File: config.mk
export PLATFORM = sky130hd
export DESIGN_NAME = rem_bcd_divider
export DESIGN_NICKNAME = d
export VERILOG_FILES = /design/src/rtl/rem_bcd_divider.sv
export SDC_FILE = /design/constraint.sdc
export NUM_CORES = 1
export LEC_CHECK = 0
export CAP_MARGIN = 20
export CORE_UTILIZATION = 26
export DETAILED_ROUTE_END_ITERATION = 12
export SYNTH_ARGS = -nofsm -noshare
export SYNTH_HDL_FRONTEND = slang
export SYNTH_SLANG_ARGS = --single-unit
File: constraint.sdc
create_clock -name clk_3 -period 4.57 [get_ports clk_3]
set_input_delay 0.457 -clock clk_3 [delete_from_list [all_inputs] [get_ports clk_3]]
set_output_delay 0.457 -clock clk_3 [all_outputs]
set_load 0.02 [all_outputs]
File: src/rtl/rem_bcd_divider.sv
// Sequential restoring divider whose remainder is converted to BCD by shift-add-3.
// Optional LEADING_ZERO_BLANK_EN replaces leading zero remainder digits with 4'hC.
module rem_bcd_divider #(
  parameter int WIDTH  = 16,
  parameter int DIGITS = 5
) (
  input  logic                  clk_3,
  input  logic                  clr,
  input  logic                  start,
  input  logic [WIDTH-1:0]      dividend,
  input  logic [WIDTH-1:0]      divisor,
  output logic                  busy,
  output logic                  done,
  output logic                  err,
  output logic [WIDTH-1:0]      quotient,
  output logic [4*DIGITS-1:0]   rem_bcd
);

  localparam int CW = (WIDTH > 1) ? $clog2(WIDTH) : 1;
  localparam int BW = 4 * DIGITS;

  typedef enum logic [1:0] {IDLE, DIV, CONV, DONE} state_t;

  state_t           state_q, state_d;
  logic [CW-1:0]    cnt_q, cnt_d;
  logic [WIDTH-1:0] div_q, div_d;
  logic [WIDTH:0]   r_q, r_d;
  logic [WIDTH-1:0] q_q, q_d;
  logic [BW-1:0]    bcd_q, bcd_d;
  logic             busy_q, busy_d;
  logic             done_q, done_d;
  logic             err_q, err_d;
  logic [WIDTH-1:0] quotient_q, quotient_d;
  logic [BW-1:0]    rem_bcd_q, rem_bcd_d;

  logic [WIDTH:0]   r_sh;
  logic [WIDTH-1:0] q_sh;
  logic [BW-1:0]    bcd_adj;
  logic [BW-1:0]    bcd_shift;
  logic             last_step;

`ifdef LEADING_ZERO_BLANK_EN
  function automatic logic [BW-1:0] blank_lz(input logic [BW-1:0] v);
    logic lead;
    blank_lz = v;
    lead     = 1'b1;
    for (int i = DIGITS - 1; i > 0; i--) begin
      if (lead && (v[4*i +: 4] == 4'h0)) blank_lz[4*i +: 4] = 4'hC;
      else                                lead = 1'b0;
    end
  endfunction
`endif

  // NOTE: every signal written here gets a default first so no path leaves it
  // unassigned; a missing default would infer a latch.
  always_comb begin
    state_d    = state_q;
    cnt_d      = cnt_q;
    div_d      = div_q;
    r_d        = r_q;
    q_d        = q_q;
    bcd_d      = bcd_q;
    err_d      = err_q;
    quotient_d = quotient_q;
    rem_bcd_d  = rem_bcd_q;

    last_step = (cnt_q == CW'(WIDTH - 1));
    r_sh      = {r_q[WIDTH-1:0], q_q[WIDTH-1]};
    q_sh      = {q_q[WIDTH-2:0], 1'b0};

    bcd_adj = bcd_q;
    for (int i = 0; i < DIGITS; i++) begin
      if (bcd_q[4*i +: 4] >= 4'd5) bcd_adj[4*i +: 4] = bcd_q[4*i +: 4] + 4'd3;
    end
    bcd_shift = {bcd_adj[BW-2:0], r_q[WIDTH-1]};

    case (state_q)
      IDLE: begin
        if (start) begin
          div_d = divisor;
          if (divisor == '0) begin
            state_d    = DONE;
            err_d      = 1'b1;
            quotient_d = '1;
            rem_bcd_d  = {DIGITS{4'hE}};
          end else begin
            state_d = DIV;
            cnt_d   = '0;
            r_d     = '0;
            q_d     = dividend;
          end
        end
      end
      DIV: begin
        if (r_sh >= {1'b0, div_q}) begin
          r_d = r_sh - {1'b0, div_q};
          q_d = {q_sh[WIDTH-1:1], 1'b1};
        end else begin
          r_d = r_sh;
          q_d = q_sh;
        end
        cnt_d = cnt_q + CW'(1);
        if (last_step) begin
          state_d = CONV;
          cnt_d   = '0;
          bcd_d   = '0;
        end
      end
      CONV: begin
        // The remainder is consumed MSB first out of r_q while the BCD register fills.
        bcd_d = bcd_shift;
        r_d   = {r_q[WIDTH-1:0], 1'b0};
        cnt_d = cnt_q + CW'(1);
        if (last_step) begin
          state_d    = DONE;
          cnt_d      = '0;
          err_d      = 1'b0;
          quotient_d = q_q;
`ifdef LEADING_ZERO_BLANK_EN
          rem_bcd_d  = blank_lz(bcd_shift);
`else
          rem_bcd_d  = bcd_shift;
`endif
        end
      end
      DONE:    state_d = IDLE;
      default: state_d = IDLE;
    endcase

    busy_d = (state_d == DIV) || (state_d == CONV);
    done_d = (state_q == DONE);
  end

  // NOTE: sequential state uses non-blocking assignments so every flop samples
  // the pre-edge values regardless of statement order.
  always_ff @(posedge clk_3 or posedge clr) begin
    if (clr) begin
      state_q    <= IDLE;
      cnt_q      <= '0;
      div_q      <= '0;
      r_q        <= '0;
      q_q        <= '0;
      bcd_q      <= '0;
      busy_q     <= 1'b0;
      done_q     <= 1'b0;
      err_q      <= 1'b0;
      quotient_q <= '0;
      rem_bcd_q  <= '0;
    end else begin
      state_q    <= state_d;
      cnt_q      <= cnt_d;
      div_q      <= div_d;
      r_q        <= r_d;
      q_q        <= q_d;
      bcd_q      <= bcd_d;
      busy_q     <= busy_d;
      done_q     <= done_d;
      err_q      <= err_d;
      quotient_q <= quotient_d;
      rem_bcd_q  <= rem_bcd_d;
    end
  end

  assign busy     = busy_q;
  assign done     = done_q;
  assign err      = err_q;
  assign quotient = quotient_q;
  assign rem_bcd  = rem_bcd_q;

endmodule
==> results.toml, run 1 <==
[status]
status = "complete, no violations"

[logic_synthesis]
yosys_most_used_dff = "dfrtp_1"
syn_inst = 608
synthDistinctLibCells = 60
syn-num-nets = 675
synth_edf_count = 0
synth-seq-cells = 113
async_reset_ff_share_pct = 100
ys_warn_count = 0
synthesis.area_um2 = 6050
synth_seq_area_share_pct = 46.8
yosysMostFrequentCell = "dfrtp_1"
synthTopCellsByCount = "dfrtp_1 (113), o21ai_0 (75), nand2_1 (54)"
synth.avg_cell_area_um2 = 9.95
yosys.area.top_type = "dfrtp_1"
ys_top_cells_by_area = "dfrtp_1 (47%), ha_1 (6.4%), o21ai_0 (6.2%)"
synth_top_area_share_pct = 46.8

[critical_path]
path_buf_inv = 1
cp_slowest_cell = "a221oi_1"
start_kind = "register"
path_max_fanout = 4
end_kind = "register"
critical_path_class = "register to register"
critPathArrivalTime_ps = 3130
critPathTopFamily = "compound AO/OA/AOI/OAI gates"
path_common_cell = "o31ai_1"
required_ps = 4860
crit_chain = "inv_1 -> ha_1 -> fa_1 -> nor2b_1 -> o31ai_1 -> a221oi_1 -> o31ai_1 -> a21oi_1 -> xnor2_1 -> o21ai_1"
max_stage_delay_ps = 580

[routing]
drt-pass1-iter-count = 4
drcViolationCount = 0
postRouteAntennaNets = 0
via_count = 4563
drt_wl_total_um = 14200
drt-initial-drc-count = 212
avgRoutedWirePerCell_um = 14.5
vias_per_cell = 4.65

[grt]
grt.total_usage_pct = 13.0
grt_pass1_wl_um = 24200
grt_pass1_vias = 4701
antenna_found_initial = 0
gr-total-overflow = 0
grt_max_degree = 71

[floorplan]
start_util_pct = 26.6
dieArea_um2 = 23900
ioPinCount = 74
core-area_um2 = 22700
die_x_um = 155
row_count = 55
die_height_um = 155

[layout]
fill_cells = 2348
diodes = 0
post-route-util_pct = 33.9
nets = 750
final_design_area_no_fill_um2 = 7690
layout-drive-gt1-share_pct = 12.1
area_delta_synth_final_pct = 27.3

[placement]
placed_area_um2 = 7090
hpwl_um = 9810
pre_cts_ws_ps = 1450
gp_congestion = 0.747
numPortBuffers = 73

[timing]
period_needed_ps = 2850
hold_viol = 0
period_share_pct = 62.3
fin_skew_ps = 8.78
setup_tns_ps = 0
fmax_mhz = 351
finalSetupViolCount = 0
relSlewSlack_pct = 41.7
worstMarginPinSlew_ps = 867
rsz0062_at_grt = "false"
drv_slew = 0
setup_ws_ps = 1720
holdWs_ps = 484

[cts]
clockRootBuffer = "clkbuf_16"
path_clk_slew_ps = 60
cts_buffer_depth = 2
cts_hold_buf = 0
clk_latency_ps = 420
h-tree-depth = 4
cts_tree = "built"
cts_resized = 0
numCtsBuffers = 17
clock_sinks = 113
cts_setup_buffers = 0

[hold_path]
worstHoldPathType = "register to register"

[pwr]
p_leak_nw = 3.34
power_density_nw_per_um2 = 643
ir_worst_vdd_mv = 0.362

[flow_run]
max_cap_viol_count = 0
==> through the flow <==
| step | power, mW | cells |
|---|---|---|
| global route | 5.32 | 981 |
| floorplan | 2.93 | 608 |
| global placement | 3.59 | 949 |
| finish | 4.95 | 981 |
| detailed placement | 3.61 | 949 |
| CTS | 5.01 | 981 |
==> layout by cell type (no fill, tap or decap), drive strengths merged, types with 17 or more instances in the layout <==
master and count:
a21oi 24, clkbuf 17, clkdlybuf4s50 73, dfrtp 113
ha 31, inv 57, mux2 29, nand2 54
nor2 44, o21ai 83
==> state kept, by name (all words and copies together), names as in the netlist, 2 cells and up <==
name and flops:
r_q 16, q_q 16, rem_bcd 20, cnt_q 4, state_q 2, div_q 16, bcd_q 20, quotient 16
==> power by group <==
part           internal, mW  total (mW)  switching (mW)  leakage, nW
Clock                 0.863        1.37           0.510        0.298
Combinational         0.841        2.05            1.21         1.64
Sequential             1.31        1.52           0.208         1.40
==> cell type report <==
cell class / instances / area, um^2 / area share [%]
repair buffers: 83 / 818 / 10.6
flip-flops and latches: 113 / 2830 / 36.7
clock inverters: 15 / 183 / 2.37
well taps: 285 / 357 / 4.63
clock buffers: 17 / 425 / 5.53
multi-input cells: 414 / 2880 / 37.4
inverters: 54 / 205 / 2.67
==> kinds of logic after synthesis <==
| family | Yosys count | synth area share, % |
|---|---|---|
| buf+inv | 81 | 5.81 |
| compound gates | 171 | 18.7 |
| xor+xnor | 19 | 2.75 |
| mux | 45 | 8.05 |
| simple gates | 147 | 11.2 |
| flops | 113 | 46.8 |
| fa+ha+maj | 32 | 6.75 |
==> per-layer routing <==
layer / up-vias / GRT usage, % / share of wire [%]
met1: 2161 / 17.3 / 50
met2: 87 / 20.0 / 44
li1: 2299 / - / -
met3: 16 / 3.81 / 3.8
met5: - / 0 / 0
met4: 0 / 4.29 / 1.6
==> path summary, 6_finish.rpt <==
path	start	end	slack, ps	depth (start not counted)
setup reg to reg	q_q[15]	r_q[12]	1720	10
min in group asynchronous	clr	done	550	2
hold reg to reg	bcd_q[17]	bcd_q[17]	480	2
max in group asynchronous	clr	div_q[3]	3150	3
setup / recovery	q_q[15]	r_q[12]	1720	10
hold / removal	bcd_q[17]	bcd_q[17]	480	2
==> tightest hold or removal path, delay by kind of cell, from the launching register on <==
kind | cells | cell delay, ps
flip-flops | 1 | 340
AO/OA/AOI/OAI | 1 | 60
AND/OR/NAND/NOR | 1 | 50
No activity file was read; power rests on OpenSTA's default activity.
==> inputs of run 2 (changes only) <==
clock period = 2.8 ns   (was 4.57 ns; I/O delays follow)
==> results.toml, run 2 (synthesis gave the netlist of run 1 again) <==
[placement]
gp_congestion = 0.774
numPortBuffers = 73
hpwl_um = 9980

[timing]
drv_slew = 0
fin_skew_ps = 8.25
setup_tns_ps = 0
hold_viol = 0
relSlewSlack_pct = 55.6
rsz0062_at_grt = "false"
period_needed_ps = 2520
period_share_pct = 89.8
worstMarginPinSlew_ps = 665
fmax_mhz = 398
finalSetupViolCount = 0

[grt]
grt_max_degree = 114
grt.total_usage_pct = 12.9
grt_pass1_wl_um = 24500
antenna_found_initial = 0
gr-total-overflow = 0
grt_pass1_vias = 4799

[cts]
clockRootBuffer = "clkbuf_16"
cts_resized = 0
cts_setup_buffers = 0
cts_tree = "built"
clk_latency_ps = 410
path_clk_slew_ps = 60
clock_sinks = 113
numCtsBuffers = 17
cts_buffer_depth = 2
cts_hold_buf = 0
h-tree-depth = 4

[layout]
layout-drive-gt1-share_pct = 14.5
most-common-layout-cells = "dfrtp_1 (113), o21ai_0 (75), clkdlybuf4s50_1 (73)"
nets = 770
mostFrequentLayoutCell = "dfrtp_1"
area_delta_synth_final_pct = 31.5
diodes = 0
fill_cells = 2300

[routing]
drt-initial-drc-count = 233
postRouteAntennaNets = 0
vias_per_cell = 4.69
via_count = 4690
avgRoutedWirePerCell_um = 14.3
drcViolationCount = 0
drt_wl_total_um = 14300
drt-pass1-iter-count = 5

[floorplan]
start_util_pct = 26.6
die_height_um = 155
row_count = 55
dieArea_um2 = 23900
ioPinCount = 74
core-area_um2 = 22700
die_x_um = 155

[critical_path]
required_ps = 3120
cp_slowest_cell = "dfrtp_1"
crit_chain = "ha_1 -> nor2b_1 -> o31a_1 -> o2111ai_1 -> o211ai_4 -> buf_4 -> a311oi_4 -> buf_4 -> nand2_1 -> o311ai_1"
end_kind = "register"
path_max_fanout = 8
path_common_cell = "buf_4"
critPathArrivalTime_ps = 2830
max_stage_delay_ps = 410
critical_path_class = "register to register"
r2r-start = "r_q[0]"
setup.worst_path.start = "r_q[0]"
start_kind = "register"

[pwr]
p_leak_nw = 3.48
ir_worst_vdd_mv = 0.627
power_density_nw_per_um2 = 1070
p_total_mw = 8.53

[flow_run]
max_cap_viol_count = 0

[hold_path]
worstHoldPathType = "input port to async pin"

[status]
status = "complete, no violations"
==> run 2: changes by cell type in the layout (fill, tap and decap cells not counted), moves of 2 or more <==
| cell | before | now |
|---|---|---|
| inv_6 | 4 | 0 |
| buf_12 | 1 | 3 |
| clkbuf_8 | 0 | 2 |
| buf_4 | 9 | 27 |
| bufinv_16 | 3 | 6 |
==> run 2: layout make-up <==
type / instances / area, um^2 / share of cell area (%)
clock inverter: 13 / 233 / 2.93
tap: 285 / 357 / 4.49
clock buffer: 19 / 453 / 5.70
sequential: 113 / 2830 / 35.6
multi-input combinational: 414 / 2880 / 36.2
inverter: 54 / 206 / 2.60
timing repair buffer: 103 / 993 / 12.5
==> run 2: path summary, 6_finish.rpt <==
kind	to	slack [ps]	depth (start not counted)
max	r_q[3]	280	10
min	rem_bcd[18]	370	3
max reg2reg	r_q[3]	280	10
min reg2reg	bcd_q[17]	480	2
max in group asynchronous	done	1900	3
min in group clk_3	bcd_q[17]	480	2
==> run 2: critical path: cells and delay by family (launching register included) <==
family	cells	cell delay, ps
compound gates	5	1090
fa+ha+maj	1	300
buf+inv	2	390
flops	1	410
simple gates	2	230
==> run 2: routing by layer <==
layer	global-route usage, %	part of all wire (%)
met1	17.0	48
met2	20.3	46
met3	3.70	4.8
met4	4.34	1.6
met5	0	0
==> run 2: metrics by stage <==
step	std cells	worst slack, ps	cell area, um^2	utilization [%]	hold slack, ps
3_3_place_gp	969	281	7260	32.0	463
6_report	1001	285	7950	35.0	374
2_1_floorplan	608	478	6050	-	431
3_5_place_dp	969	285	7260	32.0	473
5_1_grt	1001	105	7950	35.0	479
4_1_cts	1001	296	7950	35.0	430
==> run 2: power by group <==
part | internal, mW | leakage, nW | switching [mW]
Combinational | 1.53 | 1.75 | 2.02
Sequential | 2.15 | 1.40 | 0.322
Clock | 1.72 | 0.333 | 0.782
Total | 5.40 | 3.48 | 3.13
==> inputs of run 3 (changes only) <==
TNS_END_PERCENT = 30   (was not set)
==> results of run 3 <==
Final layout, timing and power as in run 2 (identical DEF).
